<file path="src/rtl/sync_fifo_param.sv">
// sync_fifo_param: single-clock FIFO with occupancy count, programmable
// almost-full/almost-empty thresholds and sticky overflow/underflow flags.
// Every output is a register or a decode of registered count, so there is
// no combinational path from winc/rinc/wdata to any output.
module sync_fifo_param #(
  parameter int DSIZE     = 8,
  parameter int ASIZE     = 4,
  parameter int AFULL_TH  = 2**ASIZE - 2,
  parameter int AEMPTY_TH = 2
) (
  input  logic             clk,
  input  logic             rst,
  input  logic             winc,
  input  logic [DSIZE-1:0] wdata,
  input  logic             rinc,
  output logic [DSIZE-1:0] rdata,
  output logic             wfull,
  output logic             rempty,
  output logic             walmost_full,
  output logic             ralmost_empty,
  output logic [ASIZE:0]   count,
  output logic             overflow,
  output logic             underflow
);

  localparam int DEPTH = 1 << ASIZE;
  localparam logic [ASIZE:0] DEPTH_C  = (ASIZE+1)'(DEPTH);
  localparam logic [ASIZE:0] AFULL_C  = (ASIZE+1)'(AFULL_TH);
  localparam logic [ASIZE:0] AEMPTY_C = (ASIZE+1)'(AEMPTY_TH);
  localparam logic [ASIZE:0] ONE      = (ASIZE+1)'(1);

  logic [DSIZE-1:0] mem [DEPTH];
  logic [ASIZE:0]   wptr, rptr;
  logic             wr_ok, rd_ok;

  // Accept decisions use the flags as they stand before the edge; a full
  // FIFO still accepts a read, an empty one still accepts a write.
  assign wr_ok = winc & ~wfull;
  assign rd_ok = rinc & ~rempty;

  // Flags decoded from the registered occupancy.
  assign wfull         = (count == DEPTH_C);
  assign rempty        = (count == '0);
  assign walmost_full  = (count >= AFULL_C);
  assign ralmost_empty = (count <= AEMPTY_C);

  // Storage array; deliberately not reset, stale words are unreachable
  // because the pointers and count are cleared.
  always_ff @(posedge clk) begin
    if (!rst && wr_ok) mem[wptr[ASIZE-1:0]] <= wdata;
  end

  // Pointers, occupancy, read data register and sticky error flags.
  always_ff @(posedge clk) begin
    if (rst) begin
      wptr      <= '0;
      rptr      <= '0;
      count     <= '0;
      rdata     <= '0;
      overflow  <= 1'b0;
      underflow <= 1'b0;
    end else begin
      if (wr_ok) wptr <= wptr + ONE;
      if (rd_ok) begin
        rptr  <= rptr + ONE;
        rdata <= mem[rptr[ASIZE-1:0]];
      end
      unique case ({wr_ok, rd_ok})
        2'b10:   count <= count + ONE;
        2'b01:   count <= count - ONE;
        default: count <= count;
      endcase
      if (winc && wfull)  overflow  <= 1'b1;
      if (rinc && rempty) underflow <= 1'b1;
    end
  end

endmodule

</file>
<file path="config.mk">
export PLATFORM = sky130hd
export DESIGN_NAME = sync_fifo_param
export DESIGN_NICKNAME = d
export VERILOG_FILES = /design/src/rtl/sync_fifo_param.sv
export SDC_FILE = /design/constraint.sdc
export NUM_CORES = 1
export LEC_CHECK = 0
export BUFFER_PORTS_ARGS = -buffer_cell sky130_fd_sc_hd__buf_2
export CORE_MARGIN = 8
export CORE_UTILIZATION = 55
export DETAILED_ROUTE_END_ITERATION = 10
export GPL_TIMING_DRIVEN = 1
export HOLD_SLACK_MARGIN = 0.1
export PLACE_DENSITY = 0.73
export SETUP_SLACK_MARGIN = 0.05
export SKIP_CTS_REPAIR_TIMING = 1
export SLEW_MARGIN = 25
export SYNTH_ARGS = -nofsm -noshare
export SYNTH_HDL_FRONTEND = slang
export SYNTH_SLANG_ARGS = --single-unit
export TNS_END_PERCENT = 30
</file>
<file path="constraint.sdc">
create_clock -name clk -period 3.8 [get_ports clk]
set_input_delay 0.19 -clock clk [delete_from_list [all_inputs] [get_ports clk]]
set_output_delay 0.19 -clock clk [all_outputs]
set_load 0.01 [all_outputs]
</file>
==> run metrics <==
post-synthesis sequential area ratio 71.0%; Register-to-Register Path Depth 9; dpl hpwl 7630 um; Slew headroom 42.2%; Area contributors post-synth edfxtp_1 (63%), dfxtp_1 (7.6%), mux2i_1 (5.9%); Post-DP Area 6310 um^2; Rows 38; DR WL/cell 21.2 um; leading area contributor after synthesis edfxtp_1; crit path DAT 3.33 ns; largest fanout on the critical path 8; Clock Latency Late Sink 0.53 ns; Core Area 10800 um^2; Netlist cell types 37; post-route design area 7090 um^2; crit-path cells nor4_2 > a21boi_1 > inv_1 > ha_1 > fa_1 > a21o_1 > a21oi_1 > mux2i_1 > mux2_2; clk buf depth 2; clock transition at the registers of the reported paths 0.06 ns; slowest CP cell dfxtp_1; synthesis-stage register bit count 151; Final ANT Viol Nets 0; Crit. End Element flip-flop; die height 121 um; io pins 31; DRT iter0 DRCs 352; Die Area 14600 um^2; Final Skew 0.00701 ns; Initial Util 56.2%; peak supply drop 0.477 mV; outcome complete, no violations; Post-synth ARST share 0%; routed vias/inst 5.83; CP startpoint kind flip-flop; proportion of layout cells with a drive suffix above 1 20.8%; Pins Over Slew Limit 0; synthesized cell area 6060 um^2; Syn Nets 391; most common cell after layout, fill and taps aside edfxtp_1; share of the synthesized area in the top cell type 63.4%; crit path kind reg2reg; CTS Sinks 151; total power 4.95 mW; chip width 121 um; PD cells 698 nW/um^2; Reg-to-Reg End count[4]; Top FF cell, synth edfxtp_1; PortBufs 30; GRT overflow 0; Hold WC Path Type in2reg; synth warn 0; diode count 0; Nets 433; number of flops mapped to enable cells by yosys 128; initial antenna violation count 1; Worst Tran Pin Value 0.865 ns; r2r startpoint count[1]; Final WS setup 0.888 ns; Setup Viol. Count Final 0; max_cap viols 0; min cycle time layout 2.91 ns; drc violations 0; unrepaired setup endpoints after global routing no; vias in the first global route 3275; gpl congestion 0.783; syn_area_per_cell 16.4 um^2; setup_tns 0 ns; Worst Setup SP count[1]; DP Worst Slack 0.893 ns; fmax 343 MHz; via count 3286; LEAKAGE 2.39 nW; CTS buffer count 17; first-pass GRT wire length 18500 um; Worst setup endpoint count[4]; Tcrit/Tclk final 76.6%; FF-to-FF setup slack 0.89 ns; largest net degree at the start of global routing 39; H-tree Lvls 4; total wire length 12000 um; most frequent cells in the layout edfxtp_1 (128), nor2_1 (53), mux2i_1 (36), buf_2 (30), dfxtp_1 (22); Final Hold Viols 0; root buffer cell clkbuf_8; Tot GR Track Use 17.3%; required time of the critical path 4.22 ns; 1st-pass router iterations 4; TritonCTS clock tree done; Crit path largest cell delay 0.49 ns; area grow syn2layout 16.9%; Syn Inst Count 369
[worst min-delay path by stage]
stage | start | to | slack [ns] | cells past startpoint
after floorplan | wdata[0] | mem[0][0] | 0.29 | 0
after global placement | overflow | overflow | 0.44 | 2
after detailed placement | underflow | underflow | 0.45 | 2
after CTS | rinc | underflow | -0.05 | 3
after global routing | rst | count[0] | 0.12 | 2
final | rst | rptr[0] | 0.11 | 2
[state kept, by name (all words and copies together) (netlist names)]
register	cells
mem	128
count	5
overflow	1
underflow	1
rptr	4
wptr	4
rdata	8
[cell usage after synthesis (all sizes together), types with 6 or more instances]
cell type,number
clkbuf,6
o22ai,16
nor2,53
mux4,16
a22oi,8
a311oi,8
mux2i,36
dfxtp,23
nand2,6
edfxtp,128
buf,15
ha,9
xor2,6
[cell families (layout without fill, tap and decap cells)]
family          after synthesis  after routing  share of synthesized area [%]
xor+xnor                      9              9                           1.30
fa+ha+maj                    10             10                           2.19
mux                          53             53                           12.1
simple gates                 74             74                           5.45
compound gates               47             47                           6.01
flops                       151            151                           71.0
buf+inv                      25             80                           2.00
[worst max-delay path, delay by kind of cell, from the launching register on]
family / cells / cell delay (ns)
flip-flops: 1 / 0.49
adder cells (fa/ha/maj): 2 / 0.73
AND/OR/NAND/NOR: 1 / 0.12
multiplexers: 2 / 0.56
AO/OA/AOI/OAI: 3 / 0.82
buffers and inverters: 1 / 0.10
[final cells by class]
type                            count  area (um^2)
Clock buffer                       19          422
Clock inverter                     13          251
Fill cell                         752         3700
Inverter                            4         15.0
Multi-Input combinational cell    193         1640
Sequential cell                   151         4310
Tap cell                          140          175
Timing Repair Buffer               44          280
[power by group]
group          internal (mW)  switching [mW]
logic                  0.460           0.568
registers               1.90           0.130
clock network           1.26           0.626
[layer usage]
metal	vias to the layer above	part of all wire (%)	GRT usage, %
li1	1517	-	-
met4	2	1.1	6.01
met2	108	46	25.8
met3	14	7.0	6.70
met1	1645	46	22.7
met5	-	0.11	0
[stage by stage]
stage | std cells | hold slack (ns) | util [%]
2_1_floorplan | 369 | 0.289 | -
3_3_place_gp | 522 | 0.444 | 58.5
3_5_place_dp | 522 | 0.453 | 58.5
4_1_cts | 554 | -0.0482 | 64.7
5_1_grt | 564 | 0.122 | 65.7
6_report | 564 | 0.113 | 65.7
Power figures use the tool's default switching activity.
